**src/rtl/hex_press_counter_pkg.sv**
```systemverilog
// Shared types, widths and step arithmetic for the up/down press counter.
package hex_counter_pkg;

    localparam int unsigned COUNT_W  = 8;
    localparam int unsigned NIBBLE_W = 4;

    typedef enum logic [1:0] {
        IDLE      = 2'd0,
        UP_HELD   = 2'd1,
        DOWN_HELD = 2'd2,
        BOTH_HELD = 2'd3
    } state_t;

    // Returns {wrap, next_count} for a single modulo step in the given direction.
    function automatic logic [COUNT_W:0] step_count(input logic [COUNT_W-1:0] cnt,
                                                     input logic             up);
        logic [COUNT_W:0] r;
        if (up) begin
            r = {cnt == '1, cnt + COUNT_W'(1)};
        end else begin
            r = {cnt == '0, cnt - COUNT_W'(1)};
        end
        return r;
    endfunction

endpackage

```
**src/rtl/hex_press_counter_if.sv**
```systemverilog
// Switch inputs and nibble/wrap outputs of the press counter.
interface hex_press_counter_if;

    logic                                 i_Switch_Up;
    logic                                 i_Switch_Down;
    logic [hex_counter_pkg::NIBBLE_W-1:0] o_Upper_Nibble;
    logic [hex_counter_pkg::NIBBLE_W-1:0] o_Lower_Nibble;
    logic                                 o_Wrap;

    // Board/bench side: drives the raw switches, observes the display feed.
    modport master (
        output i_Switch_Up,
        output i_Switch_Down,
        input  o_Upper_Nibble,
        input  o_Lower_Nibble,
        input  o_Wrap
    );

    // Counter side.
    modport slave (
        input  i_Switch_Up,
        input  i_Switch_Down,
        output o_Upper_Nibble,
        output o_Lower_Nibble,
        output o_Wrap
    );

endinterface

```
**src/rtl/hex_press_counter_switch_debounce.sv**
```systemverilog
// Two-flop synchroniser followed by a stable-for-N-cycles debouncer.
module switch_debounce #(
    parameter int unsigned DEBOUNCE_CYCLES = 250000
) (
    input  logic i_Clk,
    input  logic i_Rst_L,
    input  logic switch_raw,
    output logic level,
    output logic press
);

    localparam int unsigned CNT_W = (DEBOUNCE_CYCLES > 1) ? $clog2(DEBOUNCE_CYCLES) : 1;

    logic [1:0]       sync_q;
    logic [CNT_W-1:0] cnt_q;

    // Bring the asynchronous switch into the clock domain.
    always_ff @(posedge i_Clk or negedge i_Rst_L) begin
        if (!i_Rst_L) begin
            sync_q <= '0;
        end else begin
            sync_q <= {sync_q[0], switch_raw};
        end
    end

    // Accept a new level only after it has differed for DEBOUNCE_CYCLES samples in a row.
    always_ff @(posedge i_Clk or negedge i_Rst_L) begin
        if (!i_Rst_L) begin
            cnt_q <= '0;
            level <= 1'b0;
            press <= 1'b0;
        end else begin
            press <= 1'b0;
            if (sync_q[1] == level) begin
                cnt_q <= '0;
            end else if (cnt_q == CNT_W'(DEBOUNCE_CYCLES - 1)) begin
                cnt_q <= '0;
                level <= sync_q[1];
                press <= sync_q[1];
            end else begin
                cnt_q <= cnt_q + CNT_W'(1);
            end
        end
    end

endmodule

```
**src/rtl/hex_press_counter.sv**
```systemverilog
// Debounced up/down press counter with auto-repeat, feeding two nibble displays.
module hex_press_counter
    import hex_counter_pkg::*;
#(
    parameter int unsigned DEBOUNCE_CYCLES = 250000,
    parameter int unsigned REPEAT_DELAY    = 12500000,
    parameter int unsigned REPEAT_RATE     = 2500000
) (
    input  logic                i_Clk,
    input  logic                i_Rst_L,
    hex_press_counter_if.slave  bus
);

    localparam int unsigned TIMER_MAX = (REPEAT_DELAY > REPEAT_RATE) ? REPEAT_DELAY : REPEAT_RATE;
    localparam int unsigned TIMER_W   = $clog2(TIMER_MAX + 1);

    logic               up_level;
    logic               up_press;
    logic               down_level;
    logic               down_press;

    state_t             state_q;
    state_t             state_d;
    logic [TIMER_W-1:0] timer_q;
    logic [TIMER_W-1:0] timer_d;
    logic [COUNT_W-1:0] count_q;
    logic [COUNT_W-1:0] count_d;
    logic               wrap_q;
    logic               wrap_d;

    switch_debounce #(.DEBOUNCE_CYCLES(DEBOUNCE_CYCLES)) u_deb_up (
        .i_Clk      (i_Clk),
        .i_Rst_L    (i_Rst_L),
        .switch_raw (bus.i_Switch_Up),
        .level      (up_level),
        .press      (up_press)
    );

    switch_debounce #(.DEBOUNCE_CYCLES(DEBOUNCE_CYCLES)) u_deb_down (
        .i_Clk      (i_Clk),
        .i_Rst_L    (i_Rst_L),
        .switch_raw (bus.i_Switch_Down),
        .level      (down_level),
        .press      (down_press)
    );

    // State, repeat timer, count and wrap pulse registers.
    always_ff @(posedge i_Clk or negedge i_Rst_L) begin
        if (!i_Rst_L) begin
            state_q <= IDLE;
            timer_q <= '0;
            count_q <= '0;
            wrap_q  <= 1'b0;
        end else begin
            state_q <= state_d;
            timer_q <= timer_d;
            count_q <= count_d;
            wrap_q  <= wrap_d;
        end
    end

    // Next state, single count update and timer reload; a second switch always wins over release.
    always_comb begin
        state_d = state_q;
        timer_d = '0;
        count_d = count_q;
        wrap_d  = 1'b0;
        case (state_q)
            IDLE: begin
                if (up_press && down_press) begin
                    state_d = BOTH_HELD;
                    count_d = '0;
                end else if (up_press) begin
                    state_d           = UP_HELD;
                    {wrap_d, count_d} = step_count(count_q, 1'b1);
                    timer_d           = TIMER_W'(REPEAT_DELAY);
                end else if (down_press) begin
                    state_d           = DOWN_HELD;
                    {wrap_d, count_d} = step_count(count_q, 1'b0);
                    timer_d           = TIMER_W'(REPEAT_DELAY);
                end
            end
            UP_HELD: begin
                if (down_level) begin
                    state_d = BOTH_HELD;
                    count_d = '0;
                end else if (!up_level) begin
                    state_d = IDLE;
                end else if (timer_q <= TIMER_W'(1)) begin
                    {wrap_d, count_d} = step_count(count_q, 1'b1);
                    timer_d           = TIMER_W'(REPEAT_RATE);
                end else begin
                    timer_d = timer_q - TIMER_W'(1);
                end
            end
            DOWN_HELD: begin
                if (up_level) begin
                    state_d = BOTH_HELD;
                    count_d = '0;
                end else if (!down_level) begin
                    state_d = IDLE;
                end else if (timer_q <= TIMER_W'(1)) begin
                    {wrap_d, count_d} = step_count(count_q, 1'b0);
                    timer_d           = TIMER_W'(REPEAT_RATE);
                end else begin
                    timer_d = timer_q - TIMER_W'(1);
                end
            end
            BOTH_HELD: begin
                if (!up_level && !down_level) begin
                    state_d = IDLE;
                end
            end
            default: begin
                state_d = IDLE;
            end
        endcase
    end

    assign bus.o_Upper_Nibble = count_q[COUNT_W-1:NIBBLE_W];
    assign bus.o_Lower_Nibble = count_q[NIBBLE_W-1:0];
    assign bus.o_Wrap         = wrap_q;

endmodule

```
**src/flat_wrapper.sv**
```systemverilog
// flat-port wrapper written by rule: the top's interface ports become plain ports
module hex_press_counter_flat import hex_counter_pkg::*;
#(
    parameter int unsigned DEBOUNCE_CYCLES = 250000,
    parameter int unsigned REPEAT_DELAY    = 12500000,
    parameter int unsigned REPEAT_RATE     = 2500000
)
  (i_Clk, i_Rst_L, bus_i_Switch_Up, bus_i_Switch_Down, bus_o_Upper_Nibble, bus_o_Lower_Nibble, bus_o_Wrap);
  hex_press_counter_if bus_i ();
  input  logic i_Clk;
  input  logic i_Rst_L;
  input wire logic [$bits(bus_i.i_Switch_Up)-1:0] bus_i_Switch_Up;
  input wire logic [$bits(bus_i.i_Switch_Down)-1:0] bus_i_Switch_Down;
  output wire logic [$bits(bus_i.o_Upper_Nibble)-1:0] bus_o_Upper_Nibble;
  output wire logic [$bits(bus_i.o_Lower_Nibble)-1:0] bus_o_Lower_Nibble;
  output wire logic [$bits(bus_i.o_Wrap)-1:0] bus_o_Wrap;
  assign bus_i.i_Switch_Up = bus_i_Switch_Up;
  assign bus_i.i_Switch_Down = bus_i_Switch_Down;
  assign bus_o_Upper_Nibble = bus_i.o_Upper_Nibble;
  assign bus_o_Lower_Nibble = bus_i.o_Lower_Nibble;
  assign bus_o_Wrap = bus_i.o_Wrap;
  hex_press_counter #(.DEBOUNCE_CYCLES(DEBOUNCE_CYCLES), .REPEAT_DELAY(REPEAT_DELAY), .REPEAT_RATE(REPEAT_RATE)) u_core (.i_Clk(i_Clk), .i_Rst_L(i_Rst_L), .bus(bus_i));
endmodule
```
**config.mk**
```make
export PLATFORM = sky130hd
export DESIGN_NAME = hex_press_counter_flat
export DESIGN_NICKNAME = d
export VERILOG_FILES = /design/src/rtl/hex_press_counter_pkg.sv /design/src/rtl/hex_press_counter_if.sv /design/src/rtl/hex_press_counter_switch_debounce.sv /design/src/rtl/hex_press_counter.sv /design/src/flat_wrapper.sv
export SDC_FILE = /design/constraint.sdc
export NUM_CORES = 1
export LEC_CHECK = 0
export CAP_MARGIN = 20
export CORE_ASPECT_RATIO = 0.5
export CORE_MARGIN = 5
export CORE_UTILIZATION = 50
export DETAILED_ROUTE_END_ITERATION = 12
export HOLD_SLACK_MARGIN = 0.02
export PLACE_DENSITY = 0.73
export SLEW_MARGIN = 20
export SYNTH_ARGS = -nofsm -noshare
export SYNTH_HDL_FRONTEND = slang
export SYNTH_SLANG_ARGS = --single-unit
```
**constraint.sdc**
```tcl
create_clock -name i_Clk -period 3.64 [get_ports i_Clk]
set_clock_uncertainty 0.1 [all_clocks]
set_input_delay 0.728 -clock i_Clk [delete_from_list [all_inputs] [get_ports i_Clk]]
set_output_delay 0.728 -clock i_Clk [all_outputs]
set_load 0.02 [all_outputs]
```
==> reports/qor.yml <==
gr-total-overflow: 0
clk_pin_slew_ns: 0.06
hold_violations: 0
crit_path_frequent_cell: "nand2_1"
reg2reg_from: "u_core.state_q[1]$_DFFE_PN0P_"
crit_buf_inv: 1
clock.fmax_mhz: 422.9
crit_arrival_ns: 2.53
required_ns: 3.81
power.internal_w: 0.001355
startpoint: "u_core.state_q[1]$_DFFE_PN0P_"
core_um2: 8029
syn_area_um2: 4124
ir_drop_uv: 231.7
clk_latency_ns: 0.32
antenna_found_initial: 0
root_buffer: "clkbuf_16"
postCtsSetupBuffers: 0
cts_resized: 0
min_path_cells: 0
ys_types: 46
gp_congestion: 0.8220
io-pin-count: 13
clkPwrFrac_pct: 45.8
drv_cap: 0
wl_um: 7584
layout_common_cells: "79 x dfrtp_1, 74 x nor2_1, 35 x nand2_1"
crit_fanout: 16
die_area_um2: 10270
wl_per_cell_um: 13.49
initial_core_util_pct: 51.36
synth_area_per_cell_um2: 9.502
grt_pass1_vias: 2965
synth_cells: 434
syn_to_final_growth_pct: 11.68
drive_gt1_share_pct: 5.111
swShare_pct: 21.02
num_vias: 3008
yosysWarningCount: 0
synth_seq_cells: 79
cpPeakStageDelay_ns: 0.41
grt_max_degree: 80
hold_class: "reg -> reg"
routed-wl-met3_um: 240
clock_path_buffers: 2
antenna_cells: 0
cts_tree: "done"
period_minus_slack_ns: 2.365
combPwrFrac_pct: 2.2
p_sw_w: 0.0003605
layout_commonest_cell: "dfrtp_1"
rr_worst_depth: 8
setup_slack_ns: 1.275
rsz0062_at_grt: "no"
postCtsHoldBufs: 0
crit_type: "reg -> reg"
h-tree-depth: 3
fp.dieH_um: 74.22
yosysSeqAreaShare_pct: 47.94
finalSetupTns_ns: 0
grtUsageTotal_pct: 16.21
route.met2.wl_um: 3420
r2r_slack_ns: 1.28
crit_cells: 8
cp-end-kind: "flip-flop"
powerDensity_nw_per_um2: 372.5
cp_slowest_cell: "dfrtp_1"
setup_viol: 0
rows: 23
ant_nets: 0
slew_headroom_pct: 48.16
fillerInstances: 701
pre_cts_slack_ns: 1.292
nNetsFinal: 464
drv_slew: 0
r2r_end: "u_core.timer_q[12]$_DFF_PN0_"
wl_met1_um: 3879
crit_path_cell_trace: "inv_1 -> ha_1 -> nor2b_1 -> nand2_1 -> a21oi_1 -> nand2b_1 -> a21o_1 -> nand2_1"
post-route-drc-count: 0
numCtsBuffers: 9
dieWidth_um: 138.4
cts.sinks: 79
tightestPinTransition_ns: 0.7710
hpwlAfterDp_um: 5185
startpoint_type: "flip-flop"
leakage_nw: 2.121
run_status: "complete, no violations"
cp-endpoint: "u_core.timer_q[12]$_DFF_PN0_"
io_buffers: 12
first_pass_iters: 4
drt-initial-drc-count: 219
grt_pass1_wl_um: 13610
pwr-share-seq_pct: 52.0
top_layer_used: "met4"
period_share_pct: 64.97
syn-num-nets: 452
path_delay_family: "simple AND/OR/NAND/NOR gates"
viasPerCell: 5.352
-- through the flow --
stage | cells | hold WS, ns | area [µm²] | utilization, % | total power, W
2_1_floorplan | 434 | 0.2312 | 4124 | - | 0.0009196
3_3_place_gp | 546 | 0.2341 | 4328 | 53.90 | 0.0009432
3_5_place_dp | 546 | 0.2347 | 4328 | 53.90 | 0.0009440
4_1_cts | 561 | 0.2453 | 4586 | 57.11 | 0.001740
5_1_grt | 562 | 0.2647 | 4606 | 57.36 | 0.001785
6_report | 562 | 0.2520 | 4606 | 57.36 | 0.001715
-- power by group through the flow --
stage	Combinational, W	Clock, W	Sequential, W
finish	0.0000375	0.000786	0.000892
global route	0.0000444	0.000847	0.000893
CTS	0.0000365	0.000811	0.000892
detailed placement	0.0000359	0	0.000908
global placement	0.0000356	0	0.000908
floorplan	0.0000128	0	0.000907
-- cell families after synthesis --
| family | after synthesis | synth area share [%] |
|---|---|---|
| XOR/XNOR | 56 | 11.89 |
| flip-flops | 79 | 47.94 |
| multiplexers | 5 | 1.305 |
| AO/OA/AOI/OAI | 59 | 9.375 |
| AND/OR/NAND/NOR | 198 | 22.94 |
| buffers and inverters | 23 | 2.306 |
| adder cells (fa/ha/maj) | 14 | 4.248 |
-- cells in the mapped netlist (all sizes together) --
| master | n | area share (%) |
|---|---|---|
| a211oi | 1 | 0.18 |
| a21boi | 1 | 0.18 |
| a21o | 2 | 0.36 |
| a21oi | 14 | 1.7 |
| a221o | 1 | 0.24 |
| a221oi | 1 | 0.21 |
| a22o | 4 | 0.85 |
| a22oi | 3 | 0.55 |
| a31oi | 4 | 0.61 |
| and2 | 1 | 0.15 |
| and3 | 7 | 1.1 |
| and4 | 2 | 0.42 |
| and4bb | 1 | 0.39 |
| buf | 3 | 0.49 |
| clkbuf | 9 | 0.82 |
| dfrtp | 79 | 48 |
| ha | 14 | 4.2 |
| inv | 11 | 1.0 |
| mux2 | 3 | 0.82 |
| mux2i | 2 | 0.49 |
| nand2 | 35 | 3.2 |
| nand2b | 2 | 0.30 |
| nand3 | 24 | 2.9 |
| nand3b | 5 | 0.91 |
| nand4 | 8 | 1.2 |
| nor2 | 74 | 6.7 |
| nor2b | 3 | 0.46 |
| nor3 | 17 | 2.1 |
| nor3b | 3 | 0.55 |
| nor4 | 12 | 2.0 |
| o211a | 1 | 0.42 |
| o211ai | 1 | 0.30 |
| o21a | 2 | 0.36 |
| o21ai | 15 | 1.8 |
| o22a | 1 | 0.21 |
| o22ai | 5 | 0.76 |
| o31ai | 1 | 0.18 |
| o41ai | 2 | 0.42 |
| or2 | 2 | 0.30 |
| or3 | 2 | 0.30 |
| xnor2 | 33 | 7.0 |
| xor2 | 23 | 4.9 |
-- area by class of cell --
cell class | instances | area (µm²) | area share, %
clock buffers | 12 | 236.5 | 5.134
clock inverters | 3 | 21.27 | 0.4618
inverters | 11 | 41.29 | 0.8965
multi-input cells | 332 | 2052 | 44.55
flip-flops and latches | 79 | 1977 | 42.92
well taps | 112 | 140.1 | 3.043
repair buffers | 13 | 137.6 | 2.988
-- worst min path at each step --
stage,slack (ns),start,end
CTS,0.25,u_core.u_deb_up.sync_q[0]$_DFF_PN0_,u_core.u_deb_up.sync_q[1]$_DFF_PN0_
floorplan,0.23,u_core.u_deb_down.sync_q[0]$_DFF_PN0_,u_core.u_deb_down.sync_q[1]$_DFF_PN0_
global placement,0.23,u_core.u_deb_up.sync_q[0]$_DFF_PN0_,u_core.u_deb_up.sync_q[1]$_DFF_PN0_
finish,0.25,u_core.u_deb_down.sync_q[0]$_DFF_PN0_,u_core.u_deb_down.sync_q[1]$_DFF_PN0_
detailed placement,0.23,u_core.u_deb_up.sync_q[0]$_DFF_PN0_,u_core.u_deb_up.sync_q[1]$_DFF_PN0_
global route,0.26,u_core.u_deb_up.sync_q[0]$_DFF_PN0_,u_core.u_deb_up.sync_q[1]$_DFF_PN0_
-- per-layer routing --
| layer | up-vias | global-route usage [%] |
|---|---|---|
| met3 | 4 | 4.367 |
| met4 | 0 | 4.929 |
| met2 | 44 | 26.62 |
| li1 | 1524 | - |
| met5 | - | 0 |
| met1 | 1436 | 21.60 |
-- state kept, by name (all words and copies together) (netlist names) --
signal                    count
u_core.u_deb_up.press         1
u_core.u_deb_down.press       1
u_core.u_deb_up.sync_q        2
u_core.u_deb_up.cnt_q        18
u_core.count_q                8
u_core.timer_q               24
u_core.state_q                2
u_core.bus.o_Wrap             1
u_core.u_deb_down.level       1
u_core.u_deb_down.sync_q      2
u_core.u_deb_up.level         1
u_core.u_deb_down.cnt_q      18
No activity file was read; power rests on OpenSTA's default activity.
